`src/rtl/cpu_clock_controller.sv`:
```
// Turns the divider's slow square wave into single-cycle core enables on the board clock,
// with run/halt/single-step control and an issued-cycle counter.

module cpu_clock_controller_cond #(
  parameter int DEB_CYCLES = 16
) (
  input  logic clk,
  input  logic rst_n,
  input  logic raw,
  output logic db
);
  localparam int DW = $clog2(DEB_CYCLES + 1);

  logic          sa, sb;
  logic [DW-1:0] cnt;

  // Any sample agreeing with the accepted level restarts the count.
  always_ff @(posedge clk) begin
    if (!rst_n) begin
      sa  <= 1'b0;
      sb  <= 1'b0;
      db  <= 1'b0;
      cnt <= '0;
    end else begin
      sa <= raw;
      sb <= sa;
      if (sb == db) begin
        cnt <= '0;
      end else if (cnt == DW'(DEB_CYCLES - 1)) begin
        db  <= sb;
        cnt <= '0;
      end else begin
        cnt <= cnt + DW'(1);
      end
    end
  end
endmodule

module cpu_clock_controller #(
  parameter int DEB_CYCLES = 16,
  parameter int CNT_W      = 32
) (
  input  logic             inp_clk,
  input  logic             rst_n,
  input  logic             slow_clk,
  input  logic             run_sw,
  input  logic             step_btn,
  input  logic             halt_req,
  output logic             cpu_en,
  output logic             running,
  output logic [CNT_W-1:0] cycle_count
);
  typedef enum logic [1:0] {HALT, RUN, STEP_ARMED} state_t;

  state_t     state;
  logic       s1, s2, tick;
  logic [1:0] raw, db;
  logic       run_db, step_db, step_q, step_press;

  assign raw = {step_btn, run_sw};

  generate
    for (genvar i = 0; i < 2; i++) begin : g_cond
      cpu_clock_controller_cond #(.DEB_CYCLES(DEB_CYCLES)) u_cond (
        .clk   (inp_clk),
        .rst_n (rst_n),
        .raw   (raw[i]),
        .db    (db[i])
      );
    end
  endgenerate

  assign run_db     = db[0];
  assign step_db    = db[1];
  assign step_press = step_db & ~step_q;
  assign tick       = s1 & ~s2;

  always_ff @(posedge inp_clk) begin
    if (!rst_n) begin
      state       <= HALT;
      running     <= 1'b0;
      cpu_en      <= 1'b0;
      cycle_count <= '0;
      s1          <= 1'b0;
      s2          <= 1'b0;
      step_q      <= 1'b0;
    end else begin
      s1          <= slow_clk;
      s2          <= s1;
      step_q      <= step_db;
      cycle_count <= cycle_count + CNT_W'(cpu_en);
      // Pulse is decided from the current state, so a tick coinciding with
      // leaving HALT yields nothing; STEP_ARMED deliberately ignores halt_req.
      cpu_en <= tick & (((state == RUN) & run_db & ~halt_req) | (state == STEP_ARMED));
      case (state)
        HALT: begin
          if (run_db && !halt_req) begin
            state   <= RUN;
            running <= 1'b1;
          end else if (step_press) begin
            state <= STEP_ARMED;
          end
        end
        RUN: begin
          if (!run_db || halt_req) begin
            state   <= HALT;
            running <= 1'b0;
          end
        end
        STEP_ARMED: begin
          if (tick) state <= HALT;
        end
        default: begin
          state   <= HALT;
          running <= 1'b0;
        end
      endcase
    end
  end
endmodule

```
`config.mk`:
```
export PLATFORM = sky130hd
export DESIGN_NAME = cpu_clock_controller
export DESIGN_NICKNAME = d
export VERILOG_FILES = /design/src/rtl/cpu_clock_controller.sv
export SDC_FILE = /design/constraint.sdc
export NUM_CORES = 1
export LEC_CHECK = 0
export CAP_MARGIN = 20
export CORE_ASPECT_RATIO = 1.4
export CORE_MARGIN = 2
export CORE_UTILIZATION = 35
export CTS_CLUSTER_SIZE = 28
export DETAILED_ROUTE_END_ITERATION = 12
export PLACE_DENSITY = 0.62
export SLEW_MARGIN = 0
export SYNTH_ARGS = -nofsm -noshare
export SYNTH_HDL_FRONTEND = slang
export SYNTH_SLANG_ARGS = --single-unit
```
`constraint.sdc`:
```
create_clock -name inp_clk -period 1.7 [get_ports inp_clk]
set_input_delay 0.34 -clock inp_clk [delete_from_list [all_inputs] [get_ports inp_clk]]
set_output_delay 0.34 -clock inp_clk [all_outputs]
set_load 0.02 [all_outputs]
```
==> run_results.csv, run 1 <==
group,metric,value,unit
drt,drt-total-wl,5486,um
final_layout,multiInputGateArea,1257,um^2
clock_tree,clock_latency,0.31,ns
clock_tree,numCtsBuffers,5,
final_layout,antennaDiodeCount,0,
final_layout,regArea,1112,um^2
drt,drc,0,
floorplanning,dieArea,7484,um^2
grt,overflow,0,
clock_tree,htreeDepth,2,
sta,worstMarginPinSlew,0.3750,ns
outcome,failed_checks,"setup timing",
logic_synthesis,async_flop_share,0,%
sta,fin_ws,-0.01922,ns
final_layout,nNetsFinal,352,
sta,slew_headroom,74.93,%
drt,drt_iter0_drc,76,
drt,num_vias,2191,
floorplanning,chipHeight,101.6,um
critical_path,reg2reg_slack,-0.02,ns
sta,post-route-period-util,101.1,%
clock_tree,clkTransAtPathRegs,0.10,ns
drt,final_antenna_net_count,0,
clock_tree,cts_hold_buffers,0,
critical_path,endpoint_kind,"flip-flop",
critical_path,cp.arrival,1.97,ns
critical_path,path_class,"reg2reg",
pwr,total_power,0.002105,W
grt,grt_pass1_vias,2036,
critical_path,reg2regPathDepth,7,
sta,rsz0062_at_grt,"yes",
clock_tree,cts-root-buf,"clkbuf_8",
clock_tree,clk_path_buf_depth,2,
drt,top_layer_used,"met4",
outcome,status,"finished, violations left",
logic_synthesis,syn_inst,257,
clock_tree,cts_tree,"yes",
critical_path,worstReg2RegStart,"cycle_count[0]$_SDFF_PN0_",
final_layout,final_util,50.48,%
drt,wl_met2,2928,um
grt,grt_max_degree,31,
logic_synthesis,yosysSeqAreaShare,46.27,%
logic_synthesis,synth_edf_count,0,
critical_path,rr_endpoint,"cycle_count[26]$_SDFF_PN0_",
final_layout,area_growth,39.33,%
logic_synthesis,synthFlopType,"dfxtp_1",
logic_synthesis,yosys_register_bits,55,
worst_hold_path,hp-start,"g_cond[0].u_cond.sa$_SDFF_PN0_",
final_layout,layout_commonest_cell,"dfxtp_1",
drt,wl_met1,2279,um
sta,setup_violations,1,
floorplanning,chipWidth,73.69,um
pwr,leakagePower,1.428,nW
worst_hold_path,min_to,"g_cond[0].u_cond.sb$_SDFF_PN0_",
sta,drv_slew,0,
logic_synthesis,syn_nets,270,
drt,wl_met3,176,um
placed_design,hpwl,3957,um
final_layout,nFillCells,654,
pwr,p_per_area,634.9,nW/um^2
critical_path,crit_fanout,5,
placed_design,gp_routability_congestion,0.7888,
floorplanning,core-area,6569,um^2
worst_hold_path,min_path_cells,1,
sta,clock.fmax,581.7,MHz
flow_run,cap_violations,0,
critical_path,start_kind,"flip-flop",
drt,viasPerCell,5.292,
grt,grt_usage,15.31,%
logic_synthesis,yosys.cell_types.count,30,
logic_synthesis,syn_area,2380,um^2
final_layout,final_cell_mix,"48 x dfxtp_1, 46 x buf_4, 23 x dlygate4sd2_1, 21 x nor2_1, 18 x a21oi_1",
logic_synthesis,yosys_warnings,0,
sta,finalHoldViolCount,0,
final_layout,drive_above_1_share,23.53,%
logic_synthesis,syn_avg_cell_area,9.260,um^2
pwr,vdd_ir_drop_max,0.3754,mV
grt,antenna_found_initial,0,
drt,first_pass_iters,4,
floorplanning,num_rows,35,
grt,grt_pass1_wl,9121,um
drt,wl_per_cell,13.25,um
clock_tree,cts.sinks,55,
floorplanning,initial_core_util,36.23,%
sta,fin_skew,0.01431,ns
critical_path,required,1.95,ns
worst_hold_path,hold_class,"reg2reg",
placed_design,io_buffers,39,
sta,layout_min_cycle_time,1.719,ns
floorplanning,num_io_pins,40,
-- synthesized netlist by cell type (4+ instances only) --
| cell type | count | area, um^2 |
|---|---|---|
| a21oi_1 | 22 | 110.1 |
| nand2_1 | 14 | 52.55 |
| and3_1 | 6 | 37.54 |
| nor2_1 | 21 | 78.83 |
| or3_1 | 9 | 56.30 |
| mux2i_1 | 4 | 40.04 |
| nand4_1 | 11 | 68.82 |
| xor2_1 | 9 | 78.83 |
| nand3_1 | 12 | 60.06 |
| and4_1 | 5 | 43.79 |
| o21ai_0 | 9 | 45.04 |
| and2_1 | 14 | 87.58 |
| inv_1 | 6 | 22.52 |
| dfxtp_1 | 55 | 1101 |
| o31ai_1 | 12 | 90.09 |
| or4_1 | 13 | 97.59 |
| xnor2_1 | 6 | 52.55 |
| ha_1 | 7 | 87.58 |
| clkbuf_1 | 5 | 18.77 |
-- stage by stage --
stage               TNS [ns]  hold WS (ns)  setup slack [ns]  cells  cell area (um^2)
floorplan                  0        0.4119          0.003035    257              2387
detailed placement  -0.06364        0.4203          -0.04008    395              3074
CTS                        0        0.4404          0.007707    407              3198
global placement           0        0.4153          0.004302    395              3074
global route         -0.4341        0.4648          -0.07844    414              3316
finish              -0.01922        0.4343          -0.01922    414              3316
-- kinds of logic after synthesis --
logic type,count (synthesis),share of synthesized area [%]
mux,4,1.683
xor+xnor,15,5.521
fa+ha+maj,7,3.680
simple gates,115,28.65
compound gates,43,10.31
flops,55,46.27
buf+inv,18,3.890
-- state kept, by name, summed over array words and instances (netlist names), 2 cells and up --
name               flops
cycle_count           32
g_cond.u_cond.cnt     10
g_cond.u_cond.db       2
g_cond.u_cond.sa       2
g_cond.u_cond.sb       2
state                  2
-- final cells by class --
cell class,instances,area share [%]
clock buffer,6,2.491
clock inverter,2,0.4151
inverter,7,0.7925
multi-input combinational,184,37.92
sequential,55,33.55
tap,74,2.792
timing repair buffer,86,22.04
-- how the worst max path moves through the flow --
stage | startpoint | endpoint
CTS | cycle_count[18]$_SDFF_PN0_ | cycle_count[18]
detailed placement | cycle_count[0]$_SDFF_PN0_ | cycle_count[22]$_SDFF_PN0_
global placement | cpu_en$_SDFF_PN0_ | cycle_count[22]$_SDFF_PN0_
finish | cycle_count[0]$_SDFF_PN0_ | cycle_count[26]$_SDFF_PN0_
floorplan | cpu_en$_SDFF_PN0_ | cycle_count[22]$_SDFF_PN0_
global route | cycle_count[0]$_SDFF_PN0_ | cycle_count[26]$_SDFF_PN0_
-- routing by layer --
metal / GRT usage, % / vias up
met5: 0 / -
li1: - / 1090
met1: 18.14 / 1051
met3: 2.388 / 6
met4: 5.734 / 0
met2: 27.27 / 44
-- critical path: stages (launching register included) --
cell     delay, ns
dfxtp_4       0.37
ha_4          0.15
ha_4          0.13
and2_4        0.17
nand4_1       0.11
buf_4         0.17
or4_4         0.42
a21oi_2       0.14
-- what timing repair did --
item                       in CTS  in global routing
buffers inserted                4                  7
setup endpoints to repair      30                 24
pin swaps                       2                  8
gates resized for setup        27                 23
-- report_power, final --
part           internal (W)  switching, W
Combinational     0.0000215     0.0000255
Sequential          0.00129    0.00000312
Clock              0.000334      0.000427
Power figures use the tool's default switching activity.
==> inputs of run 2 (changes only) <==
==> constraint.sdc (replaced) <==
create_clock -name inp_clk -period 1.7 [get_ports inp_clk]
set_input_delay 0.255 -clock inp_clk [delete_from_list [all_inputs] [get_ports inp_clk]]
set_output_delay 0.255 -clock inp_clk [all_outputs]
set_load 0.02 [all_outputs]
==> run 2 against run 1 <==
Against the previous run:
- the run still ends with setup timing left
- utilization grew 0.99 points
- clock-buffer cell count is 1 lower
- largest power group unchanged
- largest cell class unchanged
- flip-flop and latch count unchanged
==> run_results.csv, run 2 (synthesis results as in run 1) <==
group,metric,value,unit
clock_tree,clk_path_buf_depth,2,
clock_tree,clkTransAtPathRegs,0.11,ns
outcome,status,"finished, violations left",
grt,met2_usage,28.23,%
floorplanning,num_io_pins,40,
drt,drt-total-wl,5705,um
sta,fin_setup_tns,-0.004404,ns
pwr,leakagePower,1.391,nW
grt,overflow,0,
pwr,p_per_area,661.8,nW/um^2
placed_design,dpl_cell_area,3089,um^2
critical_path,start_kind,"flip-flop",
sta,finalHoldViolCount,0,
clock_tree,htreeDepth,2,
sta,slew_headroom,76.61,%
final_layout,finish.instance_area,3381,um^2
final_layout,nNetsFinal,353,
final_layout,layout_commonest_cell,"dfxtp_1",
drt,num_vias,2225,
sta,post-route-period-util,100.3,%
drt,wl_per_cell,13.75,um
critical_path,cp.arrival,1.96,ns
grt,grt_util_met1,18.22,%
floorplanning,core-area,6569,um^2
floorplanning,chipWidth,73.69,um
placed_design,io_buffers,39,
floorplanning,num_rows,35,
grt,grt.busiest_layer,"met2",
grt,grt_pass1_wl,9273,um
final_layout,drive_above_1_share,23.75,%
outcome,failed_checks,"setup timing",
final_layout,final_cell_mix,"48 x dfxtp_1, 46 x buf_4, 29 x clkdlybuf4s50_1, 21 x nor2_1, 21 x a21oi_1",
critical_path,endpoint_kind,"flip-flop",
placed_design,hpwl,3962,um
flow_run,cap_violations,0,
clock_tree,cts_tree,"yes",
sta,rsz0062_at_grt,"yes",
clock_tree,cts-root-buf,"clkbuf_8",
clock_tree,clock_latency,0.32,ns
critical_path,required,1.96,ns
pwr,vdd_ir_drop_max,0.3760,mV
clock_tree,cts.sinks,55,
grt,grt_usage,15.80,%
final_layout,largest_register_ffs,32,
drt,viasPerCell,5.361,
critical_path,crit_fanout,5,
sta,drv_slew,0,
final_layout,regMostFlops,"cycle_count",
grt,grt_max_degree,31,
drt,first_pass_iters,4,
placed_design,gp_routability_congestion,0.8161,
sta,fin_skew,0.01190,ns
grt,antenna_found_initial,0,
worst_hold_path,hold_class,"reg2reg",
final_layout,area_growth,42.06,%
critical_path,path_class,"reg2reg",
grt,grt_use_met3,3.085,%
sta,setup_violations,1,
floorplanning,chipHeight,101.6,um
drt,drt_iter0_drc,101,
floorplanning,initial_core_util,36.23,%
drt,drc,0,
floorplanning,dieArea,7484,um^2
sta,layout_min_cycle_time,1.704,ns
final_layout,antennaDiodeCount,0,
final_layout,largest_registers,"cycle_count x32, g_cond.u_cond.cnt x10",
clock_tree,numCtsBuffers,5,
sta,worstMarginPinSlew,0.3499,ns
grt,grt_pass1_vias,2067,
sta,fin_ws,-0.004404,ns
sta,clock.fmax,586.7,MHz
drt,final_antenna_net_count,0,
## run 2: cell type report
type / instances / area, um^2
sequential: 55 / 1112
inverter: 7 / 26.28
timing repair buffer: 86 / 760.7
fill: 597 / 3188
multi-input combinational: 185 / 1274
tap: 74 / 92.59
clock buffer: 5 / 68.82
clock inverter: 3 / 46.29
## run 2: per-stage QoR
stage	hold slack [ns]	utilization, %	setup WS, ns	instances	power [W]
3_3_place_gp	0.4156	47.03	0.003350	397	0.001375
3_5_place_dp	0.4230	47.03	-0.07933	397	0.001376
5_1_grt	0.4729	51.47	-0.1086	415	0.002316
2_1_floorplan	0.3823	-	0.003035	257	0.001351
4_1_cts	0.4421	49.33	0.007574	407	0.002271
6_report	0.4360	51.47	-0.004404	415	0.002237
## run 2: critical path, stage by stage, from the launching register on
cell and delay [ns]:
dfxtp_4 0.37, ha_4 0.15, ha_4 0.14, and2_4 0.17
nand4_1 0.10, buf_4 0.17, or4_1 0.39, a21oi_1 0.15
## run 2: power breakdown
part           leakage [nW]  switching [W]  internal (W)  total (W)
clock network        0.0548       0.000450      0.000444   0.000894
registers             0.448     0.00000333       0.00129    0.00130
logic                 0.888      0.0000248     0.0000214  0.0000462
total                  1.39       0.000478       0.00176    0.00224
## run 2: final timing paths
path	end	from	slack, ns	cells past startpoint
min	g_cond[0].u_cond.sb$_SDFF_PN0_	g_cond[0].u_cond.sa$_SDFF_PN0_	0.44	1
min reg2reg	g_cond[0].u_cond.sb$_SDFF_PN0_	g_cond[0].u_cond.sa$_SDFF_PN0_	0.44	1
max reg2reg	cycle_count[28]$_SDFF_PN0_	cpu_en$_SDFF_PN0_	-0.004	7
max	cycle_count[28]$_SDFF_PN0_	cpu_en$_SDFF_PN0_	-0.004	7
## run 2: timing repair
action	in CTS	in global routing
hold endpoints to repair	0	0
buffers inserted	2	7
hold buffers	0	0
gates resized for setup	8	29
pin swaps	4	16
setup endpoints to repair	14	27
cloned	0	1
## run 2: layer usage
metal | wire, um | part of all wire (%) | vias to the layer above
met2 | 3006 | 53 | 53
met1 | 2345 | 41 | 1066
met3 | 246 | 4.3 | 9
met4 | 106 | 1.9 | 0
met5 | 0 | 0 | -
li1 | - | - | 1097
